==> config.mk <==
export PLATFORM = sky130hd
export DESIGN_NAME = rr_struct_arbiter_flat
export DESIGN_NICKNAME = d
export VERILOG_FILES = /design/src/rtl/rr_struct_arbiter_if.sv /design/src/rtl/rr_struct_arbiter.sv /design/src/flat_wrapper.sv
export SDC_FILE = /design/constraint.sdc
export NUM_CORES = 1
export LEC_CHECK = 0
export CORE_UTILIZATION = 25
export DETAILED_ROUTE_END_ITERATION = 7
export GPL_TIMING_DRIVEN = 1
export HOLD_SLACK_MARGIN = 0.08
export PLACE_DENSITY_LB_ADDON = 0.08
export SYNTH_ARGS = -nofsm -noshare
export SYNTH_HDL_FRONTEND = slang
export SYNTH_SLANG_ARGS = --single-unit
==> constraint.sdc <==
create_clock -name i_clk -period 2 [get_ports i_clk]
set_input_delay 0.4 -clock i_clk [delete_from_list [all_inputs] [get_ports i_clk]]
set_output_delay 0.4 -clock i_clk [all_outputs]
set_load 0.005 [all_outputs]
==> src/rtl/rr_struct_arbiter_if.sv <==
// Request/grant bundle between N_REQ record producers, the arbiter and one record sink.
// The arbiter takes the slave view; producers and sink together drive the master view.
interface rr_struct_arbiter_if #(
  parameter int N_REQ = 4
) ();
  localparam int ID_W = $clog2(N_REQ);

  logic [N_REQ-1:0]    i_req_valid;
  logic [N_REQ-1:0]    i_req_last;
  logic [N_REQ*10-1:0] i_req_a;
  logic [N_REQ*10-1:0] i_req_aa;
  logic [N_REQ*32-1:0] i_req_aaa;
  logic [N_REQ-1:0]    o_req_ready;

  logic                o_gnt_valid;
  logic                i_gnt_ready;
  logic [9:0]          o_gnt_a;
  logic [9:0]          o_gnt_aa;
  logic [31:0]         o_gnt_aaa;
  logic [ID_W-1:0]     o_gnt_id;
  logic                o_busy;

  modport slave (
    input  i_req_valid, i_req_last, i_req_a, i_req_aa, i_req_aaa, i_gnt_ready,
    output o_req_ready, o_gnt_valid, o_gnt_a, o_gnt_aa, o_gnt_aaa, o_gnt_id, o_busy
  );

  modport master (
    output i_req_valid, i_req_last, i_req_a, i_req_aa, i_req_aaa, i_gnt_ready,
    input  o_req_ready, o_gnt_valid, o_gnt_a, o_gnt_aa, o_gnt_aaa, o_gnt_id, o_busy
  );
endinterface

==> src/rtl/rr_struct_arbiter.sv <==
// Round-robin arbiter and burst sequencer: one requester owns the sink port per grant,
// bursts end on last, beat limit or stall timeout, then priority rotates past the owner.
module rr_struct_arbiter #(
  parameter int N_REQ     = 4,
  parameter int MAX_BEATS = 8,
  parameter int STALL_MAX = 16
) (
  input  logic              i_clk,
  input  logic              i_rst,
  rr_struct_arbiter_if.slave bus
);
  localparam int ID_W = $clog2(N_REQ);

  typedef enum logic [1:0] {
    ST_IDLE    = 2'd1,
    ST_GRANT   = 2'd2,
    ST_RELEASE = 2'd3
  } state_t;

  typedef struct packed {
    logic [9:0]  a;
    logic [9:0]  aa;
    logic [31:0] aaa;
  } rec_t;

  state_t          r_state;
  state_t          w_state_nxt;
  logic [ID_W-1:0] r_owner;
  logic [ID_W-1:0] r_last_winner;
  logic [7:0]      r_beat_cnt;
  logic [7:0]      r_stall_cnt;

  logic [ID_W-1:0] w_pick;
  logic            w_found;
  int              w_idx;
  rec_t            w_owner_rec;
  logic            w_owner_valid;
  logic            w_owner_last;
  logic            w_xfer;
  logic [7:0]      w_beat_inc;
  logic [7:0]      w_stall_inc;

  // Rotating priority: first valid requester strictly after the previous winner.
  always_comb begin
    // NOTE: every variable gets a default before any branch so no latch is inferred.
    w_pick  = '0;
    w_found = 1'b0;
    w_idx   = 0;
    for (int i = 0; i < N_REQ; i++) begin
      w_idx = int'(r_last_winner) + 1 + i;
      if (w_idx >= N_REQ) w_idx = w_idx - N_REQ;
      if (!w_found && bus.i_req_valid[w_idx[ID_W-1:0]]) begin
        w_found = 1'b1;
        w_pick  = w_idx[ID_W-1:0];
      end
    end
  end

  always_comb begin
    w_owner_rec.a   = bus.i_req_a[int'(r_owner)*10 +: 10];
    w_owner_rec.aa  = bus.i_req_aa[int'(r_owner)*10 +: 10];
    w_owner_rec.aaa = bus.i_req_aaa[int'(r_owner)*32 +: 32];
    w_owner_valid   = bus.i_req_valid[r_owner];
    w_owner_last    = bus.i_req_last[r_owner];
    w_xfer          = (r_state == ST_GRANT) && w_owner_valid && bus.i_gnt_ready;
    w_beat_inc      = r_beat_cnt + 8'd1;
    w_stall_inc     = r_stall_cnt + 8'd1;
  end

  always_ff @(posedge i_clk or negedge i_rst) begin
    // NOTE: sequential state uses non-blocking assignments so all flops update together.
    if (!i_rst) r_state <= ST_IDLE;
    else        r_state <= w_state_nxt;
  end

  always_comb begin
    w_state_nxt = r_state;
    case (r_state)
      ST_IDLE: begin
        if (w_found) w_state_nxt = ST_GRANT;
      end
      ST_GRANT: begin
        if (w_xfer && (w_owner_last || w_beat_inc == 8'(MAX_BEATS))) begin
          w_state_nxt = ST_RELEASE;
        end else if (!w_owner_valid && w_stall_inc == 8'(STALL_MAX)) begin
          w_state_nxt = ST_RELEASE;
        end
      end
      ST_RELEASE: w_state_nxt = ST_IDLE;
      default:    w_state_nxt = ST_IDLE;
    endcase
  end

  // Backpressure from the sink is not a stall: only a missing owner record counts.
  always_ff @(posedge i_clk or negedge i_rst) begin
    if (!i_rst) begin
      r_owner       <= '0;
      r_last_winner <= ID_W'(N_REQ - 1);
      r_beat_cnt    <= '0;
      r_stall_cnt   <= '0;
    end else begin
      case (r_state)
        ST_IDLE: begin
          if (w_found) begin
            r_owner     <= w_pick;
            r_beat_cnt  <= '0;
            r_stall_cnt <= '0;
          end
        end
        ST_GRANT: begin
          if (w_xfer) begin
            r_beat_cnt  <= w_beat_inc;
            r_stall_cnt <= '0;
          end else if (!w_owner_valid) begin
            r_stall_cnt <= w_stall_inc;
          end
        end
        ST_RELEASE: r_last_winner <= r_owner;
        default: ;
      endcase
    end
  end

  always_comb begin
    bus.o_req_ready = '0;
    bus.o_gnt_valid = 1'b0;
    bus.o_gnt_a     = '0;
    bus.o_gnt_aa    = '0;
    bus.o_gnt_aaa   = '0;
    bus.o_gnt_id    = '0;
    bus.o_busy      = (r_state == ST_GRANT) || (r_state == ST_RELEASE);
    if (r_state == ST_GRANT) begin
      bus.o_req_ready[r_owner] = bus.i_gnt_ready;
      bus.o_gnt_valid          = w_owner_valid;
      bus.o_gnt_a              = w_owner_rec.a;
      bus.o_gnt_aa             = w_owner_rec.aa;
      bus.o_gnt_aaa            = w_owner_rec.aaa;
      bus.o_gnt_id             = r_owner;
    end
  end
endmodule
==> src/flat_wrapper.sv <==
// flat-port wrapper written by rule: the top's interface ports become plain ports
module rr_struct_arbiter_flat 
#(
  parameter int N_REQ     = 4,
  parameter int MAX_BEATS = 8,
  parameter int STALL_MAX = 16
)
  (i_clk, i_rst, bus_i_req_valid, bus_i_req_last, bus_i_req_a, bus_i_req_aa, bus_i_req_aaa, bus_i_gnt_ready, bus_o_req_ready, bus_o_gnt_valid, bus_o_gnt_a, bus_o_gnt_aa, bus_o_gnt_aaa, bus_o_gnt_id, bus_o_busy);
  rr_struct_arbiter_if #(.N_REQ(N_REQ)) bus_i ();
  input  logic i_clk;
  input  logic i_rst;
  input wire logic [$bits(bus_i.i_req_valid)-1:0] bus_i_req_valid;
  input wire logic [$bits(bus_i.i_req_last)-1:0] bus_i_req_last;
  input wire logic [$bits(bus_i.i_req_a)-1:0] bus_i_req_a;
  input wire logic [$bits(bus_i.i_req_aa)-1:0] bus_i_req_aa;
  input wire logic [$bits(bus_i.i_req_aaa)-1:0] bus_i_req_aaa;
  input wire logic [$bits(bus_i.i_gnt_ready)-1:0] bus_i_gnt_ready;
  output wire logic [$bits(bus_i.o_req_ready)-1:0] bus_o_req_ready;
  output wire logic [$bits(bus_i.o_gnt_valid)-1:0] bus_o_gnt_valid;
  output wire logic [$bits(bus_i.o_gnt_a)-1:0] bus_o_gnt_a;
  output wire logic [$bits(bus_i.o_gnt_aa)-1:0] bus_o_gnt_aa;
  output wire logic [$bits(bus_i.o_gnt_aaa)-1:0] bus_o_gnt_aaa;
  output wire logic [$bits(bus_i.o_gnt_id)-1:0] bus_o_gnt_id;
  output wire logic [$bits(bus_i.o_busy)-1:0] bus_o_busy;
  assign bus_i.i_req_valid = bus_i_req_valid;
  assign bus_i.i_req_last = bus_i_req_last;
  assign bus_i.i_req_a = bus_i_req_a;
  assign bus_i.i_req_aa = bus_i_req_aa;
  assign bus_i.i_req_aaa = bus_i_req_aaa;
  assign bus_i.i_gnt_ready = bus_i_gnt_ready;
  assign bus_o_req_ready = bus_i.o_req_ready;
  assign bus_o_gnt_valid = bus_i.o_gnt_valid;
  assign bus_o_gnt_a = bus_i.o_gnt_a;
  assign bus_o_gnt_aa = bus_i.o_gnt_aa;
  assign bus_o_gnt_aaa = bus_i.o_gnt_aaa;
  assign bus_o_gnt_id = bus_i.o_gnt_id;
  assign bus_o_busy = bus_i.o_busy;
  rr_struct_arbiter #(.N_REQ(N_REQ), .MAX_BEATS(MAX_BEATS), .STALL_MAX(STALL_MAX)) u_core (.i_clk(i_clk), .i_rst(i_rst), .bus(bus_i));
endmodule
Yosys cells after proc, flatten, opt, wreduce, memory -nomap -nowiden
Cells that the tools add are included. Widths: inputs -> output; s select.

Add/subtract/negate cells: 10. Shifts and indexed selects: 3. $lt $le $gt $ge: 10. Reduce and logical (&&, ||, !) cells: 19. Muxes and demuxes: 42. Multiply operators: 1. Eq/ne operators: 9. Bitwise logic cells: 1.

Operators by type and width (count): $shiftx 128x8->32 (1); $ge 32x4->1 const B (3); $shiftx 40x32->10 (2); $mux 32 (1); $mux 8 (4); $pmux 8 s2 (2); $mux 2 (12); $mux 10 (2); $add 8x1->8 const B (2); $lt 2x3->1 const B (5); $bmux 1 s2 (6); $mux 1 (12); $add 3x2->4 const B (2); $eq 8x4->1 const B (1); $eq 8x5->1 const B (1); $logic_and 1x1->1 (8); $sub 2x1->2 const B (4); $ne 3x3->1 const B (2); $reduce_and 3->1 (2); $mul 2x3->5 const B (1); $add 3x1->4 const B (1); $and 4x4->4 (1); $eq 2x2->1 const B (2); $logic_not 1->1 (4); other kinds (11) (14).

Word-level logic and storage cells: 100. Register bits: 22. Output and inout port bits: 60.

Logic depth before layout (Yosys ltp)
Gate-level depths: netlist of run 1.

Depth in word-level cells: 17. Depth in mapped cells: 8. Gate-level depth less buffers: 7.

Worst setup path after synthesis of run 1
OpenSTA, ideal clock, no wires.

Kind: register -> output. Start: reg u_core.r_owner[0]. End: out bus_o_gnt_aa[5]. Data required time: 1600 ps. Path slack: -89 ps. Cell stages (with the launch flop): 6. Arrival time: 1689 ps. Cell sequence: dfrtp_1 > buf_6 > buf_2 > buf_2 > mux4_2 > and2_1.

Cells in the longest elaborated chain, start to end: 3.

Ends and longest elaborated chain: from (decl) (RTL line rr_struct_arbiter.sv:28) `logic [ID_W-1:0] r_owner;`; from (signal assigned) (RTL line rr_struct_arbiter.sv:105) `r_owner <= w_pick;`; $mul 2x3->5 (RTL line rr_struct_arbiter.sv:61) `w_owner_rec.aa = bus.i_req_aa[int'(r_owner)*10 +: 10];`; $shiftx 40x32->10 (RTL line rr_struct_arbiter.sv:61); $mux 10 (RTL line rr_struct_arbiter.sv:132) `if (r_state == ST_GRANT) begin`; to (decl) (RTL line flat_wrapper.sv:21) `output wire logic [$bits(bus_i.o_gnt_aa)-1:0] bus_o_gnt_aa;`.

No other way between the ends.

Worst setup path after layout of run 1
Start: reg u_core.r_owner[0]. End: out bus_o_gnt_aaa[24].

Cells in the longest elaborated chain, start to end: 2.

Ends and longest elaborated chain: $shiftx 128x8->32 (RTL line rr_struct_arbiter.sv:62) `w_owner_rec.aaa = bus.i_req_aaa[int'(r_owner)*32 +: 32];`; $mux 32 (RTL line rr_struct_arbiter.sv:132); to (decl) (RTL line flat_wrapper.sv:22) `output wire logic [$bits(bus_i.o_gnt_aaa)-1:0] bus_o_gnt_aaa;`.

No other way between the ends.

==> metrics, run 1 <==
Synth warnings 0; fin area between 7000 and 8000 µm²; P_leak approximately 0.003 µW; Buf+Inv Stages, Crit Path 5; dominant synthesized flop cell dfrtp_1; area of the die between 10000 and 15000 µm²; row cnt 40; fmax 421 MHz; Final nets 860; syn_nets 520; synth top area cells mux4_2, dfrtp_1, and2_1; outcome finished, violations left; Slowest-stage cell, CP dfrtp_4; FF-to-FF path depth 10; CTS HTree Levels 1; Worst-Margin Slew about 0.55 ns; Final Hold Vio Count 0; synth unique cells 42; delay-heaviest family, CP buffers and inverters; IO Port Bufs 278; Pins Over Slew Limit 0; Clock Tree Root clkbuf_16; area post-placement roughly 6400 µm²; max_slew headroom 0.635; Final ANT Viol Nets 0; share of cells above drive strength 1 0.415; clk_lat worst skew approximately 0.26 ns; number of global-route vias before repair ~4000; DRT Wirelength ~16000 µm; CP Data Arrival Time slightly below 2 ns; worst-path cell chain buf_12, buf_12, buf_12, buf_6, mux4_2, and2_4, buf_6; Initial Util 0.258; routed via count 3865; VDD IR max ~450 µV; count leader, synth and2_1; dpl ws -0.448 ns; final setup fails 75; reg2reg end u_core.r_beat_cnt[2]$_DFFE_PN0P_; Worst Hold Class in -> async; mapped cell area about 3100 µm²; failing checks negative setup slack; Power Density ~1000 nW/µm²; Fin Hold WS roughly 0.50 ns; Max FO, Critical Path 7; Critical Path Source Type flip-flop; I/O pin count around 280; CTS sink count 22; CTS max path bufs 2; initial drt markers 114; Pre-antenna DRT Iters 4; ys async rst share 1.00; dpl hpwl 13600 µm; syn avg cell area 10.6 µm²; crit share post-route 1.19; first-pass GRT wire length around 23000 µm; clock slew at reported path FFs 0.06 ns; DRC Markers 0; WL/cell about 20 µm; Die Y 114 µm; Tmin final approximately 2.4 ns; Die X approximately 110 µm; core area 12100 µm²; sequential area share after synthesis 0.178; Layout Skew approximately 0.0012 ns; CP required 1.60 ns; initial antenna violation count 0; EDFF count, synth 0; synth cell count leaders and2_1, mux4_2, nand2_1; Layout Area Growth over Synthesis 130%; Worst path most repeated cell buf_12; cell taking the most area after synthesis mux4_2; Max-Cap Viols 0; dpl cells 758; final worst slack -0.373 ns; fin cells 800; CTS tree yes; clock buffer count from CTS 3; CP Capture Type output port; post-synth top area share 0.391; Reg2Reg Setup Slack -0.25 ns; Total GRT Usage 0.247; slowest stage delay, CP ~0.50 ns; Yosys reg bits 22; Power, Total ~7300 µW; RR Startpoint u_core.r_owner[0]$_DFFE_PN0P_; largest net degree at the start of global routing 31; Vias per Instance 4.83; Post-Synthesis Cells slightly below 300; CP Class reg -> out; n_diodes 0; RSZ-0062 raised after global routing true; GP Congestion 0.812; gr ovfl total 0
-- metrics by stage --
stage	setup TNS, ns	utilization
after CTS	-17.07	0.588
after detailed placement	-21.73	0.533
after floorplan	-2.67	-
after global placement	-21.43	0.533
final	-15.08	0.593
after global routing	-19.34	0.593
-- cell families (layout without fill, tap and decap cells) --
family                   after synthesis  after routing  synth area share
AND/OR/NAND/NOR                      123            123             0.228
adder cells (fa/ha/maj)                8              8            0.0322
flip-flops                            22             22             0.178
XOR/XNOR                               6              6            0.0169
buffers and inverters                 30            369            0.0414
AO/OA/AOI/OAI                         44             44            0.0921
multiplexers                          60             60             0.411
-- sequential cells by signal (all words and copies together), names as in the netlist --
register and cells:
u_core.r_state 2, u_core.r_beat_cnt 8, u_core.r_last_winner 2, u_core.r_owner 2, u_core.r_stall_cnt 8
-- routing by layer --
layer / part of all wire / up-vias / GRT usage
met1: 0.35 / 1927 / 0.272
met2: 0.59 / 136 / 0.505
met3: 0.048 / 6 / 0.0351
met5: 0 / - / 0
li1: - / 1796 / -
met4: 0.0051 / 0 / 0.0333
-- repair_timing --
action | 4_1_cts | 5_1_grt
buffers inserted | 29 | 10
resized for setup | 334 | 39
hold buffers | 0 | 0
cloned | 5 | 1
setup endpoints to repair | 78 | 77
pin swaps | 46 | 5
-- power breakdown --
group / total [µW] / internal [µW] / switching [µW]
Sequential: 656 / 557 / 99.2
Combinational: 6170 / 3830 / 2340
Clock: 482 / 306 / 176
Total: 7310 / 4690 / 2610
-- worst max-delay path by stage --
stage | cells past startpoint | slack, ns | to | from
after floorplan | 5 | -0.09 | bus_o_gnt_aa[5] | u_core.r_owner[0]$_DFFE_PN0P_
after global placement | 4 | -0.47 | bus_o_gnt_aaa[14] | bus_i_req_aaa[78]
after detailed placement | 4 | -0.45 | bus_o_gnt_aaa[14] | bus_i_req_aaa[78]
after CTS | 7 | -0.41 | bus_o_gnt_a[0] | u_core.r_owner[0]$_DFFE_PN0P_
after global routing | 7 | -0.42 | bus_o_gnt_aaa[24] | u_core.r_owner[0]$_DFFE_PN0P_
final | 7 | -0.37 | bus_o_gnt_aaa[24] | u_core.r_owner[0]$_DFFE_PN0P_
-- worst register-to-register path, cell delays in order, from the launching register on --
cell,delay (ns)
dfrtp_4,0.43
buf_12,0.14
buf_4,0.17
mux4_2,0.56
buf_6,0.15
nand2_4,0.06
nand2_4,0.06
nand2_4,0.08
nor2_1,0.05
mux2_4,0.26
a22o_1,0.18
-- placed cells by master (no fill, tap or decap), drive strengths merged, types with 7 or more instances in the layout --
| cell type | n |
|---|---|
| ha | 8 |
| nor2 | 8 |
| inv | 7 |
| clkbuf | 8 |
| clkdlybuf4s50 | 218 |
| buf | 132 |
| dfrtp | 19 |
| and2 | 56 |
| nand2 | 25 |
| o21ai | 23 |
| nand3 | 7 |
| mux4 | 54 |
-- layout make-up --
class                   count  area (µm²)
fillers                  1043        4910
repair buffers            358        3640
multi-input cells         241        2620
flip-flops and latches     22         559
well taps                 168         210
clock buffers               4        88.8
inverters                   7        26.3
Note: power is estimated with default switching activity, not from simulation.
==> run 2: changes to the inputs <==
Clock period 2 ns to 2.4 ns, I/O delays scaled along.
==> run 2 against run 1 <==
  * The run still ends with negative setup slack left
  * Non-clock buffer count decreased by 37
  * Global-route usage decreased by 1.7 points
  * Combinational power decreased by 34%
  * Cell count decreased by 4.5%
  * Sequential power decreased by 14%
==> metrics, run 2 (synthesis gave the netlist of run 1 again) <==
crit share post-route 1.00; RSZ-0062 raised after global routing true; fin cells 764; initial antenna violation count 1; Clock Tree Root clkbuf_16; I/O pin count approximately 280; VDD IR max around 350 µV; Reg2Reg Setup Slack 0.13 ns; Initial Util 0.258; Total GRT Usage 0.230; P_leak ~0.0027 µW; core area 12100 µm²; Max FO, Critical Path 6; outcome finished, violations left; met1 usage 0.251; commonest non-fill, non-tap cell in the layout clkdlybuf4s50_1; Worst Hold Class reg -> reg; first-pass GRT wire length 21800 µm; delay-heaviest family, CP flip-flops; CTS max path bufs 2; Final Hold Vio Count 0; area of the die 12900 µm²; WL/cell between 15 and 20 µm; routed via count about 3700; worst-path cell chain buf_6, buf_8, buf_4, mux4_2, and2_4, clkbuf_2; final setup fails 4; Final nets between 800 and 900; largest net degree at the start of global routing 32; gr ovfl total 0; Worst-Margin Slew 0.345 ns; M3 GR Usage 0.0414; CP required approximately 1.9 ns; Critical Path Source Type flip-flop; Die X around 110 µm; Fin Setup TNS -0.00634 ns; CTS sink count 22; dpl hpwl 13200 µm; Tmin final approximately 2.4 ns; GRT Max-Usage Layer met2; max_slew headroom 0.768; final worst slack -0.00402 ns; Slowest-stage cell, CP dfrtp_4; CTS tree yes; slowest stage delay, CP 0.53 ns; CTS HTree Levels 1; dpl cells 743; cts hold-fix bufs 0; most frequent cells in the layout clkdlybuf4s50_1, mux4_2, and2_1; CP Data Arrival Time roughly 1.9 ns; DRT Wirelength about 15000 µm; initial drt markers roughly 140; CP Capture Type output port; IO Port Bufs ~280; fmax between 400 and 500 MHz; met2 usage 0.439; filler instances 1116; share of cells above drive strength 1 0.297; Pins Over Slew Limit 0; DRC Markers 0; biggest registers after layout u_core.r_beat_cnt: 8 flops, u_core.r_stall_cnt: 8 flops; dpl ws -0.227 ns; Pre-antenna DRT Iters 4; clk_lat worst skew between 0.2 and 0.3 ns; Max-Cap Viols 0; row cnt 40; GP Congestion about 0.8; clock buffer count from CTS 3; Layout Area Growth over Synthesis 108%; failing checks negative setup slack; Die Y approximately 110 µm; Power Density between 700 and 800 nW/µm²; CP Class reg -> out; Layout Skew roughly 0.0022 ns; Final ANT Viol Nets 0; Vias per Instance 4.84; Finished Core Util 0.537; Buf+Inv Stages, Crit Path 4; number of global-route vias before repair between 3000 and 4000; clock slew at reported path FFs roughly 0.06 ns
run 2: metrics by stage:
step           hold WS, ns  area, µm²  total power [µW]
2_1_floorplan        0.184       3110              2520
3_3_place_gp         0.495       6270              4350
3_5_place_dp         0.497       6270              4370
4_1_cts              0.542       6530              5130
5_1_grt              0.568       6470              5350
6_report             0.535       6470              5010
run 2: area by class of cell:
class / instances / area [µm²] / area share
repair buffers: 321 / 3080 / 0.476
multi-input cells: 241 / 2500 / 0.387
flip-flops and latches: 22 / 559 / 0.0864
well taps: 168 / 210 / 0.0325
clock buffers: 4 / 88.8 / 0.0137
inverters: 7 / 26.3 / 0.00406
diodes: 1 / 2.50 / 0.000387
run 2: worst register-to-register path, cell delays in order, from the launching register on:
cell and delay [ns]:
dfrtp_4 0.48, buf_6 0.20, mux4_2 0.56, buf_4 0.16
nand2_2 0.08, nand2_4 0.06, nand2_2 0.12, nor2_1 0.05
mux2_2 0.26, a22o_1 0.18
run 2: final timing paths:
check | from | endpoint | cells past startpoint
max in group asynchronous | i_rst | u_core.r_last_winner[1]$_DFFE_PN1P_ | 2
hold reg to reg | u_core.r_stall_cnt[7]$_DFFE_PN0P_ | u_core.r_stall_cnt[7]$_DFFE_PN0P_ | 2
hold / removal | u_core.r_stall_cnt[7]$_DFFE_PN0P_ | u_core.r_stall_cnt[7]$_DFFE_PN0P_ | 2
setup reg to reg | u_core.r_owner[0]$_DFFE_PN0P_ | u_core.r_beat_cnt[2]$_DFFE_PN0P_ | 9
min in group asynchronous | i_rst | u_core.r_stall_cnt[2]$_DFFE_PN0P_ | 2
setup / recovery | u_core.r_owner[0]$_DFFE_PN0P_ | bus_o_gnt_aaa[12] | 6
run 2: per-layer routing:
metal / routed length (µm) / part of all wire / vias up
met2: 8570 / 0.56 / 150
met1: 5400 / 0.36 / 1798
met3: 791 / 0.052 / 20
li1: - / - / 1728
met5: 0 / 0 / -
met4: 452 / 0.030 / 0
run 2: where the power goes:
group	total, µW	internal [µW]	switching (µW)	leakage [µW]
sequential	563	464	98.6	0.000288
clock	387	254	133	0.0000442
combinational	4060	2420	1640	0.00237
total	5010	3140	1870	0.00270
run 2: timing repair:
item                       4_1_cts  5_1_grt
setup buffers                   13        4
pin swaps                        9        9
gates resized for setup        162       42
gates cloned                     3        0
setup endpoints to repair       55       44
